`src/rtl/watch_pkg.sv`:
```
// Shared timing defaults and button FSM state type for the watch control blocks.
package watch_pkg;

    localparam int CLK_HZ              = 50_000_000;
    localparam int DEF_DEBOUNCE_CYCLES = CLK_HZ / 50;   // 20 ms
    localparam int DEF_LONG_CYCLES     = CLK_HZ;        // 1 s
    localparam int DEF_REPEAT_CYCLES   = CLK_HZ / 5;    // 200 ms

    typedef enum logic [1:0] {
        IDLE   = 2'd0,
        HELD   = 2'd1,
        REPEAT = 2'd2
    } btn_state_t;

    // Counter width for a count that runs 0 .. limit-1; never narrower than 1 bit.
    function automatic int cnt_width(input int limit);
        return (limit <= 1) ? 1 : $clog2(limit);
    endfunction

endpackage

```
`src/rtl/button_sync_debounce.sv`:
```
// Raw pin synchronizer, optional polarity inversion and debounce counter.
// o_rise / o_fall flag the edge on which the debounced level is about to flip,
// so the parent can register its pulses into the first cycle of the new level.
module button_sync_debounce
    import watch_pkg::*;
#(
    parameter int SYNC_STAGES     = 2,
    parameter int DEBOUNCE_CYCLES = DEF_DEBOUNCE_CYCLES,
    parameter int ACTIVE_LOW      = 0
) (
    input  logic i_clk,
    input  logic i_rst,
    input  logic i_raw,
    output logic o_level,
    output logic o_rise,
    output logic o_fall
);

    localparam int              DB_W    = cnt_width(DEBOUNCE_CYCLES);
    localparam logic [DB_W-1:0] DB_LAST = DB_W'(DEBOUNCE_CYCLES - 1);
    localparam logic            INV     = (ACTIVE_LOW != 0);

    logic [SYNC_STAGES-1:0] r_sync;
    logic [DB_W-1:0]        r_cnt;
    logic                   r_level;
    logic                   w_sample;
    logic                   w_toggle;

    assign w_sample = r_sync[SYNC_STAGES-1] ^ INV;
    assign w_toggle = (w_sample != r_level) && (r_cnt == DB_LAST);
    assign o_level  = r_level;
    assign o_rise   = w_toggle & ~r_level;
    assign o_fall   = w_toggle &  r_level;

    // Synchronizer chain; reset loads the idle pin level so an active-low
    // button does not look pressed while the chain refills.
    always_ff @(posedge i_clk) begin
        if (i_rst) r_sync <= {SYNC_STAGES{INV}};
        else       r_sync <= {r_sync[SYNC_STAGES-2:0], i_raw};
    end

    // Count consecutive disagreeing samples; flip the level after a full stable run.
    always_ff @(posedge i_clk) begin
        if (i_rst) begin
            r_level <= 1'b0;
            r_cnt   <= '0;
        end else if (w_sample == r_level) begin
            r_cnt   <= '0;
        end else if (r_cnt == DB_LAST) begin
            r_level <= ~r_level;
            r_cnt   <= '0;
        end else begin
            r_cnt   <= r_cnt + DB_W'(1);
        end
    end

endmodule

```
`src/rtl/button_event_gen.sv`:
```
// Push-button event generator: debounced level plus single-cycle press,
// release, click, long-press and auto-repeat pulses.
module button_event_gen
    import watch_pkg::*;
#(
    parameter int SYNC_STAGES     = 2,
    parameter int DEBOUNCE_CYCLES = DEF_DEBOUNCE_CYCLES,
    parameter int LONG_CYCLES     = DEF_LONG_CYCLES,
    parameter int REPEAT_CYCLES   = DEF_REPEAT_CYCLES,
    parameter int ACTIVE_LOW      = 0
) (
    input  logic Clk_50MHz,
    input  logic Reset,
    input  logic Button_Rw,
    output logic Level,
    output logic PressPulse,
    output logic ReleasePulse,
    output logic ClickPulse,
    output logic LongPulse,
    output logic RepeatPulse
);

    localparam int                HOLD_W    = cnt_width(LONG_CYCLES);
    localparam int                REP_W     = cnt_width(REPEAT_CYCLES);
    localparam logic [HOLD_W-1:0] HOLD_LAST = HOLD_W'(LONG_CYCLES - 1);
    localparam logic [REP_W-1:0]  REP_LAST  = REP_W'(REPEAT_CYCLES - 1);

    logic              w_rise;
    logic              w_fall;
    btn_state_t        r_state;
    logic [HOLD_W-1:0] r_hold;
    logic [REP_W-1:0]  r_rep;
    logic              r_press, r_release, r_click, r_long, r_repeat;

    button_sync_debounce #(
        .SYNC_STAGES     (SYNC_STAGES),
        .DEBOUNCE_CYCLES (DEBOUNCE_CYCLES),
        .ACTIVE_LOW      (ACTIVE_LOW)
    ) u_sync_debounce (
        .i_clk   (Clk_50MHz),
        .i_rst   (Reset),
        .i_raw   (Button_Rw),
        .o_level (Level),
        .o_rise  (w_rise),
        .o_fall  (w_fall)
    );

    assign PressPulse   = r_press;
    assign ReleasePulse = r_release;
    assign ClickPulse   = r_click;
    assign LongPulse    = r_long;
    assign RepeatPulse  = r_repeat;

    // Hold-tracking FSM; a release on the same edge as a long/repeat threshold
    // takes priority so the interrupted event is dropped.
    always_ff @(posedge Clk_50MHz) begin
        if (Reset) begin
            r_state   <= IDLE;
            r_hold    <= '0;
            r_rep     <= '0;
            r_press   <= 1'b0;
            r_release <= 1'b0;
            r_click   <= 1'b0;
            r_long    <= 1'b0;
            r_repeat  <= 1'b0;
        end else begin
            r_press   <= w_rise;
            r_release <= w_fall;
            r_click   <= 1'b0;
            r_long    <= 1'b0;
            r_repeat  <= 1'b0;
            case (r_state)
                IDLE: begin
                    if (w_rise) begin
                        r_state <= HELD;
                        r_hold  <= '0;
                    end
                end
                HELD: begin
                    if (w_fall) begin
                        r_click <= 1'b1;
                        r_state <= IDLE;
                    end else if (r_hold == HOLD_LAST) begin
                        r_long  <= 1'b1;
                        r_state <= REPEAT;
                        r_rep   <= '0;
                    end else begin
                        r_hold  <= r_hold + HOLD_W'(1);
                    end
                end
                REPEAT: begin
                    if (w_fall) begin
                        r_state  <= IDLE;
                    end else if (r_rep == REP_LAST) begin
                        r_repeat <= 1'b1;
                        r_rep    <= '0;
                    end else begin
                        r_rep    <= r_rep + REP_W'(1);
                    end
                end
                default: r_state <= IDLE;
            endcase
        end
    end

endmodule
```
`config.mk`:
```
export PLATFORM = sky130hd
export DESIGN_NAME = button_event_gen
export DESIGN_NICKNAME = d
export VERILOG_FILES = /design/src/rtl/watch_pkg.sv /design/src/rtl/button_sync_debounce.sv /design/src/rtl/button_event_gen.sv
export SDC_FILE = /design/constraint.sdc
export NUM_CORES = 1
export LEC_CHECK = 0
export CAP_MARGIN = 20
export CORE_MARGIN = 2
export CORE_UTILIZATION = 38
export DETAILED_ROUTE_END_ITERATION = 10
export PLACE_DENSITY = 0.55
export SLEW_MARGIN = 0
export SYNTH_ARGS = -nofsm -noshare
export SYNTH_HDL_FRONTEND = slang
export SYNTH_SLANG_ARGS = --single-unit
```
`constraint.sdc`:
```
create_clock -name Clk_50MHz -period 5.5 [get_ports Clk_50MHz]
set_input_delay 0.825 -clock Clk_50MHz [delete_from_list [all_inputs] [get_ports Clk_50MHz]]
set_output_delay 0.825 -clock Clk_50MHz [all_outputs]
set_load 0.03 [all_outputs]
```
==> results.yml <==
floorplan:
  rows: 37
  core_area_um2: 10200
  die_x_um: 106
  ioPinCount: 9
  fp.dieArea_um2: 11300
  die_h_um: 106
  start_util: 0.388
detailed_routing:
  vias: 3502
  routedWlPerCell_um: 14.2
  detail-route-antenna-nets: 0
  drt_iter0_drc: 190
  vias_per_cell: 5.53
  wirelength_mm: 9.00
  drt_pass1_iterations: 4
  drc: 0
synth:
  yosys.area_share.simple: 0.353
  ys_ff_latch: 80
  synth_ff_type: "dfxtp_1"
  async_flop_share: 0
  syn-cell-area_um2: 3970
  synth_xor_area_frac: 0.0442
  ys_seq_area_frac: 0.404
  synth-compound-area-share: 0.151
  syn_nets: 497
  synth_cells: 491
  synth_adder_area_share: 0.00947
  syn_avg_cell_area_um2: 8.08
  ys_warn_count: 0
  muxShareOfSynthArea: 0.00536
  synth_top_family_by_area: "simple AND/OR/NAND/NOR gates"
  ys_types: 55
  synth-edff-count: 0
sta:
  min_period_ns: 2.76
  max_freq_ghz: 0.363
  period_share: 0.501
  rsz0062_at_grt: "false"
  tns_ns: 0
  maxSlewViolCount: 0
  hold_violations: 0
  clock_skew_ns: 0.0120
  slew-limit-headroom: 0.377
  setup_violations: 0
  tightestPinTransition_ns: 0.935
clock_network:
  clkLatencyLatePin_ns: 0.35
  post-cts-setup-buffers: 0
  cts_tree: "done"
  postCtsHoldBufs: 0
  cts.htree.levels: 3
  cts_buffers: 9
  cts_resized: 0
  cts-root-buf: "clkbuf_8"
  clk_pin_slew_ns: 0.09
  clockBufferDepth: 2
  clkSinkCount: 80
global_route:
  grt_pass1_wl_mm: 16.1
  overflow: 0
  grt_usage: 0.174
  grt_start_max_net_pins: 45
  first_global_vias: 3415
  antenna_found_initial: 0
setup_path:
  worstPathArrival_ns: 3.03
  critPathLaunchType: "flip-flop"
  path_max_fanout: 11
  cp_data_required_time_ns: 5.77
  path_class: "reg2reg"
  end_kind: "flip-flop"
final_layout:
  nets: 498
  stdcell_area_um2: 4330
  final_common_cell: "dfxtp_1"
  finish.utilization: 0.423
  n_antenna_cell: 0
  area_growth_pct: 9.09
  drive_gt1_frac: 0.0644
  layout_common_cells: "dfxtp_1 (80), nand2_1 (55), nor2_1 (51)"
power_and_ir_drop:
  seqPwrFrac: 0.560
  power.switching_uw: 239
  ir_worst_vdd_mv: 0.126
  p_per_area_nw_per_um2: 240
  leakage_uw: 0.00128
  p_sw_frac: 0.231
  p_int_uw: 797
  comb_power_share: 0.014
  power_frac_clock: 0.427
placement:
  detailed_place_hpwl_mm: 6.21
  placed_area_um2: 4120
  numPortBuffers: 8
  place.gp.congestion: 0.881
worst_hold_path:
  hold_class: "reg2reg"
status:
  outcome: "finished, final reports clean"
job:
  maxCapViolCount: 0
[state kept, by name, summed over array words and instances, names as in the netlist]
register                 cells
LongPulse                    1
PressPulse                   1
ClickPulse                   1
u_sync_debounce.o_level      1
r_rep                       24
u_sync_debounce.r_cnt       20
RepeatPulse                  1
r_hold                      26
u_sync_debounce.r_sync       2
ReleasePulse                 1
r_state                      2
[cell type report]
type | count | area (um^2)
fill | 1043 | 5910
multi-input combinational | 384 | 2230
sequential | 80 | 1600
tap | 136 | 170
clock buffer | 9 | 124
timing repair buffer | 9 | 87.6
clock inverter | 7 | 80.1
inverter | 8 | 30.0
[worst max-delay path: stages, from the launching register on]
cell and delay (ns):
dfxtp_1 0.37, ha_1 0.22, nand2_1 0.08, or4_1 0.67
a2bb2oi_1 0.29, a211oi_2 0.76, o21ai_0 0.19, o21ai_0 0.10
[power groups by stage]
stage | combinational, uW | clock, uW | sequential, uW
after global routing | 15.9 | 485 | 580
final | 14.1 | 442 | 580
after detailed placement | 14.5 | 0 | 594
after floorplan | 10.4 | 0 | 594
after global placement | 14.4 | 0 | 594
after CTS | 14.6 | 457 | 580
[logic make-up (layout without fill, tap and decap cells)]
group / count (synthesis) / count (layout)
buffers and inverters: 27 / 33
adders and majority gates: 3 / 3
AOI/OAI and AO/OA: 96 / 96
xor gates and xnor gates: 20 / 20
and+or+nand+nor: 263 / 263
muxes: 2 / 2
DFF: 80 / 80
[cells in the mapped netlist (5+ instances only)]
cell type / instances / area (um^2)
nor4_1: 6 / 37.5
and2_1: 7 / 43.8
clkbuf_1: 11 / 41.3
a31oi_1: 23 / 144
xnor2_1: 9 / 78.8
or3_1: 19 / 119
o21ai_0: 15 / 75.1
nor2b_1: 5 / 31.3
nand4_1: 15 / 93.8
and3_1: 16 / 100
nand3_1: 41 / 205
nor2_1: 51 / 191
o21ai_1: 12 / 60.1
a21oi_1: 24 / 120
nand2_1: 55 / 206
xor2_1: 11 / 96.3
inv_1: 8 / 30.0
nand2b_1: 5 / 31.3
nor3_1: 12 / 60.1
dfxtp_1: 80 / 1600
[metal layers]
layer / up-vias / GRT usage / part of all wire
met2: 68 / 0.263 / 0.43
li1: 1795 / - / -
met1: 1631 / 0.251 / 0.52
met5: - / 0 / 0
met4: 0 / 0.0498 / 0.0093
met3: 8 / 0.0362 / 0.041
[worst paths after layout]
kind,startpoint,endpoint,slack (ns),cells after the start
setup / recovery,u_sync_debounce.r_cnt[0],r_hold[24],2.74,7
hold / removal,u_sync_debounce.r_sync[0],u_sync_debounce.r_sync[1],0.44,1
setup reg to reg,u_sync_debounce.r_cnt[0],r_hold[24],2.74,7
hold reg to reg,u_sync_debounce.r_sync[0],u_sync_debounce.r_sync[1],0.44,1
[through the flow]
| stage | power, uW | hold WS, ns | cells | setup slack (ns) |
|---|---|---|---|---|
| 6_report | 1040 | 0.440 | 633 | 2.74 |
| 5_1_grt | 1080 | 0.474 | 633 | 2.42 |
| 4_1_cts | 1050 | 0.442 | 633 | 2.72 |
| 3_5_place_dp | 608 | 0.423 | 617 | 2.63 |
| 3_3_place_gp | 608 | 0.416 | 617 | 2.68 |
| 2_1_floorplan | 604 | 0.414 | 491 | 3.33 |
Note: power is estimated with default switching activity, not from simulation.
